<file path="config.mk">
export PLATFORM = sky130hd
export DESIGN_NAME = trivial_rotator_ifft
export DESIGN_NICKNAME = d
export VERILOG_FILES = /design/src/rtl/trivial_rotator_ifft.sv
export SDC_FILE = /design/constraint.sdc
export NUM_CORES = 1
export LEC_CHECK = 0
export ABC_AREA = 1
export ABC_CLOCK_PERIOD_IN_PS = 2560
export CORE_MARGIN = 1
export CORE_UTILIZATION = 52
export CTS_BUF_LIST = sky130_fd_sc_hd__clkbuf_4 sky130_fd_sc_hd__clkbuf_8
export DETAILED_ROUTE_END_ITERATION = 16
export PLACE_DENSITY = 0.92
export SYNTH_ARGS = -nofsm -noshare
export SYNTH_HDL_FRONTEND = slang
export SYNTH_SLANG_ARGS = --single-unit
</file>
<file path="constraint.sdc">
create_clock -name clk -period 2.56 [get_ports clk]
set_input_delay 0.512 -clock clk [delete_from_list [all_inputs] [get_ports clk]]
set_output_delay 0.512 -clock clk [all_outputs]
set_load 0.02 [all_outputs]
</file>
<file path="src/rtl/trivial_rotator_ifft.sv">
// trivial_rotator_ifft: streaming +j rotator for the last quarter of each IFFT stage span, 1-cycle latency.
// Define TRIVIAL_IFFT_SCALE_EN to halve both outputs with round-half-up (per-stage 1/N normalisation).
module trivial_rotator_ifft #(
  parameter int INTEGER_SIZE = 6,
  parameter int FRACT_SIZE = 12,
  parameter int NFFT = 64,
  parameter int SPAN = 64,
  localparam int W = INTEGER_SIZE + FRACT_SIZE
) (
  input  logic                clk,
  input  logic                rst,
  input  logic                in_valid,
  input  logic                in_sof,
  input  logic signed [W-1:0] in_r,
  input  logic signed [W-1:0] in_i,
  output logic                out_valid,
  output logic                out_sof,
  output logic                out_last,
  output logic signed [W-1:0] out_r,
  output logic signed [W-1:0] out_i,
  output logic                frame_err
);
  localparam int KW = $clog2(SPAN);
  localparam logic signed [W-1:0] MIN = {1'b1, {(W-1){1'b0}}};
  localparam logic signed [W-1:0] MAX = {1'b0, {(W-1){1'b1}}};
  if (SPAN < 4 || SPAN > NFFT || (SPAN & (SPAN - 1)) != 0) begin : g_bad_span
    $error("SPAN must be a power of two in [4, NFFT]");
  end
  logic [KW-1:0] k_q, k_d, k_eff;
  logic sof, rot;
  logic signed [W-1:0] r_d, i_d, r_q, i_q;
  logic valid_q, sof_q, last_q, err_q;
  assign sof = in_valid && in_sof;
  assign k_eff = sof ? '0 : k_q;
  assign k_d = in_valid ? k_eff + KW'(1) : k_q;
  assign rot = &k_eff[KW-1 -: 2];
`ifdef TRIVIAL_IFFT_SCALE_EN
  // W+1 bits hold -MIN exactly, so the halved result never needs saturation
  logic signed [W:0] p_r, p_i;
  assign p_r = rot ? -$signed({in_i[W-1], in_i}) : $signed({in_r[W-1], in_r});
  assign p_i = rot ? $signed({in_r[W-1], in_r}) : $signed({in_i[W-1], in_i});
  assign r_d = W'((p_r + $signed((W+1)'(1))) >>> 1);
  assign i_d = W'((p_i + $signed((W+1)'(1))) >>> 1);
`else
  assign r_d = rot ? ((in_i == MIN) ? MAX : -in_i) : in_r;
  assign i_d = rot ? in_r : in_i;
`endif
  always_ff @(posedge clk or negedge rst) begin
    if (!rst) begin
      k_q     <= '0;
      valid_q <= 1'b0;
      sof_q   <= 1'b0;
      last_q  <= 1'b0;
      err_q   <= 1'b0;
      r_q     <= '0;
      i_q     <= '0;
    end else begin
      k_q     <= k_d;
      valid_q <= in_valid;
      sof_q   <= sof;
      last_q  <= in_valid && (&k_eff);
      err_q   <= err_q || (sof && k_q != '0);
      r_q     <= in_valid ? r_d : r_q;
      i_q     <= in_valid ? i_d : i_q;
    end
  end
  assign out_valid = valid_q;
  assign out_sof   = sof_q;
  assign out_last  = last_q;
  assign out_r     = r_q;
  assign out_i     = i_q;
  assign frame_err = err_q;
endmodule

</file>
# Word-level counts from Yosys, hierarchy flattened
# Cells that the tools add are included.
# totals
regBits	46
inputBits	40
out_inout_bits	40
word_cells	21
# op_classes
add_sub_neg	2
n_eq_ne	1
n_mux	4
reduce_logical	7
# op_table
operator	n
two-way mux 18 bit	3
== test 18 bit (second input constant)	1
negation 18 bit	1
adder 6 x 1 -> 6 bit (second input constant)	1
two-way mux 6 bit	1
AND reduction 6 bit	1
nonzero test 6 bit	1
logical AND 1 bit	3
AND reduction 2 bit	1
logical OR 1 bit	1

# Depth between registers and ports, before layout
# Gate-level depths: netlist of the first run.
# depth
ltp_word	4
ltp_mapped	11
ltp_nobuf	10

# Worst setup path after synthesis of the first run
# No wires, ideal clock.
# synth_timing
path_type	input -> register
from	input port in_i[1]
to	register r_q[5], in the netlist out_r[5]
arrival_time_ns	1.494
required_time_ns	2.484
slack_ns	0.990
cell_stages	9
path_buffers	1
path_cell_list	inv_1 ha_1 nand2_2 nor2_8 nand4_4 nand2_4 buf_12 nor2_1 o21ai_1
# synth_between
elab_chain_cells	3
elab_cells_between_ends	4
# synth_lines
element	line	source
from (decl)	15	input logic signed [W-1:0] in_i,
negation 18 bit / == test 18 bit (equally long branches)	45	assign r_d = rot ? ((in_i == MIN) ? MAX : -in_i) : in_r;
two-way mux 18 bit (*) (2 in a row)	45	
to (signal assigned)	63	r_q <= in_valid ? r_d : r_q;
to (decl)	31	logic signed [W-1:0] r_d, i_d, r_q, i_q;
# Every way passes the cells marked *; elsewhere a longest branch is shown, timed or not.
# A chain may end at the register's enable or synchronous reset.

# Worst setup path after layout of the first run
# layout_timing
from	input port in_i[2]
to	register r_q[9], in the netlist out_r[9]
# Same word-level chain as after synthesis.

==> results of run 1 <==
synthesized netlist by cell type, types with 5 or more instances:
master,instances,area share (%)
xor2_1,7,2.3
nand2_1,82,12
dfrtp_1,46,44
a21oi_1,39,7.5
o21ai_1,12,2.3
clkbuf_1,5,0.72
nor2_1,53,7.6
o21ai_0,19,3.6
nand3_1,11,2.1
inv_1,25,3.6
buf_6,5,2.2
area by class of cell:
class / instances / area, um2 / area share (%)
Inverter: 29 / 109 / 3.12
Timing Repair Buffer: 85 / 843 / 24.2
Clock buffer: 7 / 83.8 / 2.41
Multi-Input combinational cell: 249 / 1210 / 34.8
Sequential cell: 46 / 1150 / 33.0
Tap cell: 67 / 83.8 / 2.41
where the power goes:
group          internal (mW)  switching (mW)
registers              0.794          0.0407
logic                  0.209           0.233
clock network          0.210           0.227
total                   1.21           0.501
cell usage in the layout, fill, tap and decap left out, drive strengths merged, types with 2 or more instances in the layout:
cell type      netlist  routed
nand2               87      87
clkdlybuf4s50        1      78
nor2                57      57
dfrtp               46      46
a21oi               39      39
o21ai               32      32
inv                 28      28
nand3               11      11
xor2                 7       7
clkbuf               7       7
buf                  7       7
o21bai               4       4
xnor2                4       4
o21a                 2       2
ha                   2       2
nand4                2       2
routing by layer:
metal	GRT usage [%]	vias up	part of all wire [%]
li1	-	1234	-
met1	34.1	1153	45
met2	42.1	116	46
met3	4.56	14	6.3
met4	11.5	0	2.0
met5	0	-	0
final timing paths:
path,slack [ns],cells past startpoint,start,to
max,0.57,8,in_i[2],out_r[9]
min,0.18,2,rst,k_q[1]
max reg2reg,1.02,7,k_q[5],out_r[9]
min reg2reg,0.48,2,out_r[16],out_r[16]
max in group asynchronous,2.16,2,rst,out_i[8]
min in group clk,0.48,2,out_r[16],out_r[16]
logic make-up (layout without fill, tap and decap cells):
| logic type | after synthesis | count (layout) | share of synthesized area, % |
|---|---|---|---|
| flops | 46 | 46 | 44.1 |
| xor+xnor | 11 | 11 | 3.69 |
| compound gates | 78 | 78 | 15.8 |
| fa+ha+maj | 2 | 2 | 0.958 |
| buf+inv | 44 | 121 | 9.48 |
| simple gates | 158 | 158 | 26.0 |
worst reg2reg max path, cell delays in order (launching register included):
cell and delay [ns]:
dfrtp_1 0.36, nand2_1 0.07, inv_2 0.08, nand2_4 0.05, inv_2 0.33, nand2_4 0.20
o21bai_1 0.26, nand2_1 0.08
sequential cells by signal (all words and copies together) (netlist names):
name and flops:
out_i 18, out_r 18, k_q 6, frame_err 1
out_last 1, out_sof 1, out_valid 1
==> results_dict.tcl, run 1 <==
set metrics [dict create \
    gp_congestion 0.863 \
    slowest_stage "clkdlybuf4s50_1" \
    post-route-util_pct 72.8 \
    tightestPinTransition_ns 0.431 \
    synth_nets 381 \
    start_util_pct 54.6 \
    vias 2517 \
    synth_area_um2 2610 \
    synthCells 339 \
    synth_seq_area_share_pct 44.1 \
    cts_buffers 5 \
    power.density_nw_per_um2 492 \
    syn_area_per_cell_um2 7.71 \
    place_ws_ns 0.291 \
    postCtsSetupBuffers 0 \
    worstPathArrival_ns 2.17 \
    drt_iter0_markers 167 \
    crit_type "in -> reg" \
    p_leak_nw 1.59 \
    dpl-instance-area_um2 3400 \
    core_um2 4790 \
    critPathMaxStageDelay_ns 0.50 \
    crit_path_start_kind "primary input" \
    drc 0 \
    final.setup_skew_ns 0.00331 \
    cts_resized 0 \
    cts_max_path_buffers 2 \
    cts_tree "yes" \
    row_count 25 \
    status "completed" \
    die_h_um 72.9 \
    worstSkewPairLatency_ns 0.29 \
    fill_cells 382 \
    root_buffer "clkbuf_8" \
    ir_drop_mv 0.353 \
    dp_cells 476 \
    drv_cap 0 \
    track_usage_pct 25.9 \
    wl_per_cell_um 13.3 \
    maxSlewHeadroom_pct 71.2 \
    min_period_ns 1.99 \
    fin_ws_ns 0.572 \
    clock-sinks 46 \
    ys_async_sr_fraction_pct 100 \
    finalCritPeriodShare_pct 77.6 \
    ys.flop_type "dfrtp_1" \
    postCtsHoldBufs 0 \
    grt_setup_unrepaired "no" \
    yosys_warnings 0 \
    dp_hpwl_um 4530 \
    viasPerCell 5.21 \
    worstSetupEndpointType "flip-flop" \
    final_antenna_net_count 0 \
    grt_overflow_total 0 \
    final_area_um2 3480 \
    wl_um 6420 \
    grt_max_degree 47 \
    ys_seq_elements 46 \
    grt_pass1_vias 2452 \
    power_mw 1.71 \
    cts.htree.levels 2 \
    fp.dieArea_um2 5310 \
    setup_viol 0 \
    nets 458 \
    cp_top_family "simple AND/OR/NAND/NOR gates" \
    crit_required_ns 2.74 \
    synth_cell_types 30 \
    timing.fmax_mhz 503 \
    final_cells 483 \
    drive_gt1_share_pct 6.73 \
    n_antenna_cell 0 \
    area_growth_pct 33.4 \
    cts.clk_slew.worst_paths_ns 0.08 \
    drtPass1Iterations 4 \
    io_pins 80 \
    grt_pass1_wl_um 10600 \
    crit_path_frequent_cell "nand2_1" \
    antenna_found_initial 0 \
    worstHoldPathType "in -> async" \
    synth_edf_count 0 \
    path_max_fanout 5 \
    port_buffers 79 \
    setup_tns_ns 0 \
    hold_viol_final 0 \
    crit_chain "clkdlybuf4s50_1, nor2_1, nand2_1, nor2_1, nand2_1, xor2_1, o21bai_1, nand2_1" \
    die_width_um 72.9 \
    whs_ns 0.182 \
    drv_slew 0 \
    crit_buf_inv 1 \
]
Power figures use the tool's default switching activity.
==> run 2: changes to the inputs <==
ABC_CLOCK_PERIOD_IN_PS = 2000   (was 2560)
CORE_UTILIZATION = 49   (was 52)
PLACE_DENSITY = 0.87   (was 0.92)
clock period = 2 ns   (was 2.56 ns; I/O delays follow)
==> run 2 against run 1 <==
Against the previous run:
- sequential cell count did not move
- utilization down 1.9 points
- combinational power rose by 33%
- highest routed layer unchanged
- clock skew hardly changed
- setup slack worse by 0.30 ns
- final area up 3.9%
- via count grew 3.7%
- register-to-register slack worse by 0.33 ns
- critical path type is now reg -> out
- first-iteration DRC count shrank 5.4%
- largest power group unchanged
- clock power grew 37%
- die area rose by 6.0%
==> results_dict.tcl, run 2 (same netlist as run 1, synthesis figures left out) <==
set metrics [dict create \
    grt_overflow_total 0 \
    nets 471 \
    vias 2611 \
    worstSetupEndpointType "primary output" \
    n_antenna_cell 0 \
    finalCritPeriodShare_pct 86.3 \
    core_um2 5110 \
    r2r_slack_ns 0.69 \
    rr_worst_depth 8 \
    final_common_cell "nand2_1" \
    drtPass1Iterations 4 \
    postCtsHoldBufs 0 \
    start_util_pct 51.2 \
    p_seq_share_pct 47.5 \
    power.density_nw_per_um2 622 \
    dpl-instance-area_um2 3530 \
    io_pins 80 \
    tightestPinTransition_ns 0.501 \
    wl_um 6880 \
    critPathMaxStageDelay_ns 0.62 \
    final_antenna_net_count 0 \
    p_sw_mw 0.666 \
    cts_resized 0 \
    cts.htree.levels 2 \
    crit_required_ns 1.60 \
    postCtsSetupBuffers 0 \
    cp_top_family "buffers and inverters" \
    p_leak_nw 1.67 \
    cts_tree "yes" \
    whs_ns 0.0545 \
    drive_gt1_share_pct 9.77 \
    setup_viol 0 \
    crit_path_start_kind "flip-flop" \
    antenna_found_initial 0 \
    worstSkewPairLatency_ns 0.30 \
    gp_congestion 0.905 \
    grt_max_degree 37 \
    ir_drop_mv 0.353 \
    crit_chain "clkdlybuf4s50_1" \
    timing.fmax_mhz 579 \
    drt_iter0_markers 158 \
    path_max_fanout 2 \
    dp_hpwl_um 5000 \
    worstPathArrival_ns 1.33 \
    clock_power_share_pct 26.5 \
    drv_slew 0 \
    drc 0 \
    slowest_stage "clkdlybuf4s50_1" \
    row_count 26 \
    min_period_ns 1.73 \
    grt_pass1_vias 2474 \
    clock-sinks 46 \
    area_growth_pct 38.6 \
    cts.clk_slew.worst_paths_ns 0.08 \
    cts_max_path_buffers 2 \
    worstHoldPathType "in -> async" \
    root_buffer "clkbuf_8" \
    combPwrFrac_pct 26.0 \
    port_buffers 79 \
    switching_share_pct 29.5 \
    wl_per_cell_um 13.8 \
    final.setup_skew_ns 0.00346 \
    final_area_um2 3620 \
    crit_type "reg -> out" \
    status "completed" \
    viasPerCell 5.22 \
    rr_endpoint "k_q[4]" \
    crit-reg2reg-launch "k_q[0]" \
    grt_setup_unrepaired "no" \
    drv_cap 0 \
    cts_buffers 5 \
    die_width_um 75.0 \
    grt_pass1_wl_um 11200 \
    track_usage_pct 26.5 \
    internal_power_mw 1.59 \
    maxSlewHeadroom_pct 66.6 \
    die_h_um 75.0 \
    fp.dieArea_um2 5630 \
    hold_viol_final 0 \
    crit_buf_inv 1 \
    mostFrequentLayoutCells "82 x nand2_1, 78 x clkdlybuf4s50_1, 53 x nor2_1" \
]
[run 2: cell count changes in the layout (fill, tap and decap cells not counted), sizes merged]
cell	before	now
clkinv	1	2
buf	7	20
[run 2: metrics by stage]
stage	instances	setup slack (ns)	util [%]	setup TNS [ns]	total power, mW
4_1_cts	500	0.281	70.9	0	2.27
3_3_place_gp	492	0.0267	69.1	0	1.65
3_5_place_dp	492	-0.0481	69.1	-0.126	1.67
6_report	500	0.274	70.9	0	2.25
5_1_grt	500	0.169	70.9	0	2.36
2_1_floorplan	339	0.542	-	0	1.35
[run 2: power by group through the flow]
| stage | sequential [mW] | clock [mW] | combinational, mW |
|---|---|---|---|
| 5_1_grt | 1.08 | 0.642 | 0.640 |
| 3_3_place_gp | 1.08 | 0 | 0.567 |
| 2_1_floorplan | 1.16 | 0 | 0.190 |
| 3_5_place_dp | 1.09 | 0 | 0.582 |
| 6_report | 1.07 | 0.598 | 0.586 |
| 4_1_cts | 1.07 | 0.607 | 0.588 |
[run 2: layout make-up]
cell class	count	area (um2)
Tap cell	70	87.6
Clock buffer	7	90.1
Timing Repair Buffer	98	966
Clock inverter	1	5.00
Fill cell	422	1490
Sequential cell	46	1150
Inverter	29	109
Multi-Input combinational cell	249	1210
[run 2: how the worst max path moves through the flow]
stage                          from        end  slack (ns)  cells past startpoint
after floorplan             in_i[1]   out_r[5]        0.54                      9
after global placement      in_i[0]  out_r[17]        0.03                     10
after detailed placement    in_i[0]   out_r[0]       -0.05                      9
after CTS                 out_r[13]  out_r[13]        0.28                      1
after global routing        in_i[2]  out_r[17]        0.17                      8
final                     out_r[13]  out_r[13]        0.27                      1
[run 2: routing by layer]
| metal | part of all wire, % | global-route usage (%) | vias to the layer above |
|---|---|---|---|
| li1 | - | - | 1260 |
| met1 | 45 | 35.5 | 1228 |
| met2 | 47 | 43.1 | 108 |
| met3 | 6.0 | 4.15 | 15 |
| met4 | 2.2 | 10.5 | 0 |
| met5 | 0 | 0 | - |
==> run 3: changes to the inputs <==
ABC_CLOCK_PERIOD_IN_PS = 1800   (was 2000)
SETUP_SLACK_MARGIN = 0.2   (was unset)
clock period = 1.8 ns   (was 2 ns; I/O delays follow)
==> run 3 against run 2 <==
Against the previous run:
- the flow now finishes with violations (hold timing)
- first-iteration DRC count increased by 20%
- sequential cell count unchanged
- die area unchanged
- clock-buffer cell count unchanged
- clock skew decreased by 0.0016 ns
- global-route usage increased by 1.8 points
- total power increased by 9.0%
- final area increased by 5.8%
==> results_dict.tcl, run 3 (same netlist as run 1, synthesis figures left out) <==
set metrics [dict create \
    crit-reg2reg-launch "k_q[5]" \
    die_width_um 75.0 \
    wl_um 7500 \
    crit_type "in -> reg" \
    ir_drop_mv 0.516 \
    viasPerCell 5.21 \
    grt_max_degree 29 \
    cts_max_path_buffers 2 \
    cts.htree.levels 2 \
    status "finished with violations" \
    core_um2 5110 \
    cp-startpoint "in_i[8]" \
    drt_iter0_markers 189 \
    io_pins 80 \
    crit_path_start_kind "primary input" \
    setup_viol 0 \
    grt_setup_unrepaired "yes" \
    maxSlewHeadroom_pct 70.4 \
    finalCritPeriodShare_pct 88.7 \
    worstSkewPairLatency_ns 0.29 \
    root_buffer "clkbuf_8" \
    cts_tree "yes" \
    dp_hpwl_um 5340 \
    postCtsSetupBuffers 0 \
    vias 2703 \
    drv_cap 0 \
    final.setup_skew_ns 0.00189 \
    grt_pass1_vias 2708 \
    path_max_fanout 7 \
    drtPass1Iterations 4 \
    worstHoldPathType "in -> async" \
    fp.dieArea_um2 5630 \
    row_count 26 \
    hold_viol_final 5 \
    antenna_found_initial 0 \
    min_period_ns 1.60 \
    violations "hold timing" \
    dp_cells 511 \
    nets 491 \
    cts.clk_slew.worst_paths_ns 0.08 \
    timing.fmax_mhz 626 \
    wl_per_cell_um 14.4 \
    clock-sinks 46 \
    port_buffers 79 \
    power_mw 2.46 \
    grt_overflow_total 0 \
    area_growth_pct 46.7 \
    final_antenna_net_count 0 \
    grt_pass1_wl_um 12000 \
    fin_ws_ns 0.204 \
    postCtsHoldBufs 0 \
    cts_buffers 5 \
    crit_required_ns 1.99 \
    worstPathArrival_ns 1.78 \
    p_leak_nw 1.94 \
    whs_ns -0.00382 \
    gp_congestion 0.913 \
    track_usage_pct 28.3 \
    drv_slew 0 \
    drc 0 \
    power.density_nw_per_um2 641 \
    final_cells 519 \
    tightestPinTransition_ns 0.443 \
    place_ws_ns -0.198 \
    drive_gt1_share_pct 16.7 \
    die_h_um 75.0 \
    n_antenna_cell 0 \
    mostFrequentLayoutCells "82 x nand2_1, 46 x dfrtp_1, 45 x nor2_1" \
    start_util_pct 51.2 \
    final_common_cell "nand2_1" \
    worstSetupEndpointType "flip-flop" \
]
run 3: cell count changes in the layout (fill, tap and decap cells not counted), sizes merged:
cell / before / now
dlymetal6s2s: 0 / 13
dlygate4sd2: 0 / 40
nand2: 87 / 88
clkinv: 2 / 1
clkdlybuf4s50: 78 / 25
buf: 20 / 39
run 3: metal layers:
metal	track usage, %	vias to the layer above	routed length [um]
li1	-	1302	-
met1	35.3	1266	3080
met2	49.0	119	3790
met3	5.35	16	478
met4	10.1	0	148
met5	0	-	0
run 3: where the power goes:
part	switching [mW]	total, mW	internal [mW]
registers	0.0576	1.19	1.13
clock network	0.322	0.620	0.298
logic	0.368	0.651	0.283
run 3: area by class of cell:
| class | instances | area, um2 |
|---|---|---|
| fillers | 364 | 1270 |
| repair buffers | 117 | 1090 |
| well taps | 70 | 87.6 |
| clock buffers | 7 | 83.8 |
| flip-flops and latches | 46 | 1150 |
| inverters | 29 | 111 |
| multi-input cells | 250 | 1300 |
run 3: critical path: stages:
cell and delay, ns:
clkdlybuf4s50_1 0.51, inv_2 0.11, nand2_1 0.12, nor2_4 0.17, nand4_4 0.18, nand2_8 0.14
inv_1 0.06, nand2_1 0.07, a21oi_1 0.06
run 3: worst paths after layout:
| check | endpoint | slack (ns) | depth (start not counted) |
|---|---|---|---|
| setup / recovery | out_r[17] | 0.20 | 9 |
| hold / removal | out_valid | -0.004 | 1 |
| setup reg to reg | out_r[12] | 0.51 | 8 |
| hold reg to reg | frame_err | 0.48 | 1 |
| max in group asynchronous | out_i[12] | 1.31 | 2 |
| min in group clk | frame_err | 0.40 | 3 |
run 3: timing repair:
item                                    in CTS  in global routing
pin swaps                                    3                  7
cloned                                       1                  0
resized for setup                           47                 31
endpoints found under the setup margin      54                 23
run 3: through the flow:
stage	hold WS [ns]	TNS, ns	utilization [%]	instance area, um2
after floorplan	0.0644	0	-	2610
after global placement	0.325	-1.17	71.9	3670
after detailed placement	0.339	-2.55	71.9	3670
after CTS	0.00872	0	73.4	3750
after global routing	0.0232	0	75.0	3830
final	-0.00382	0	75.0	3830
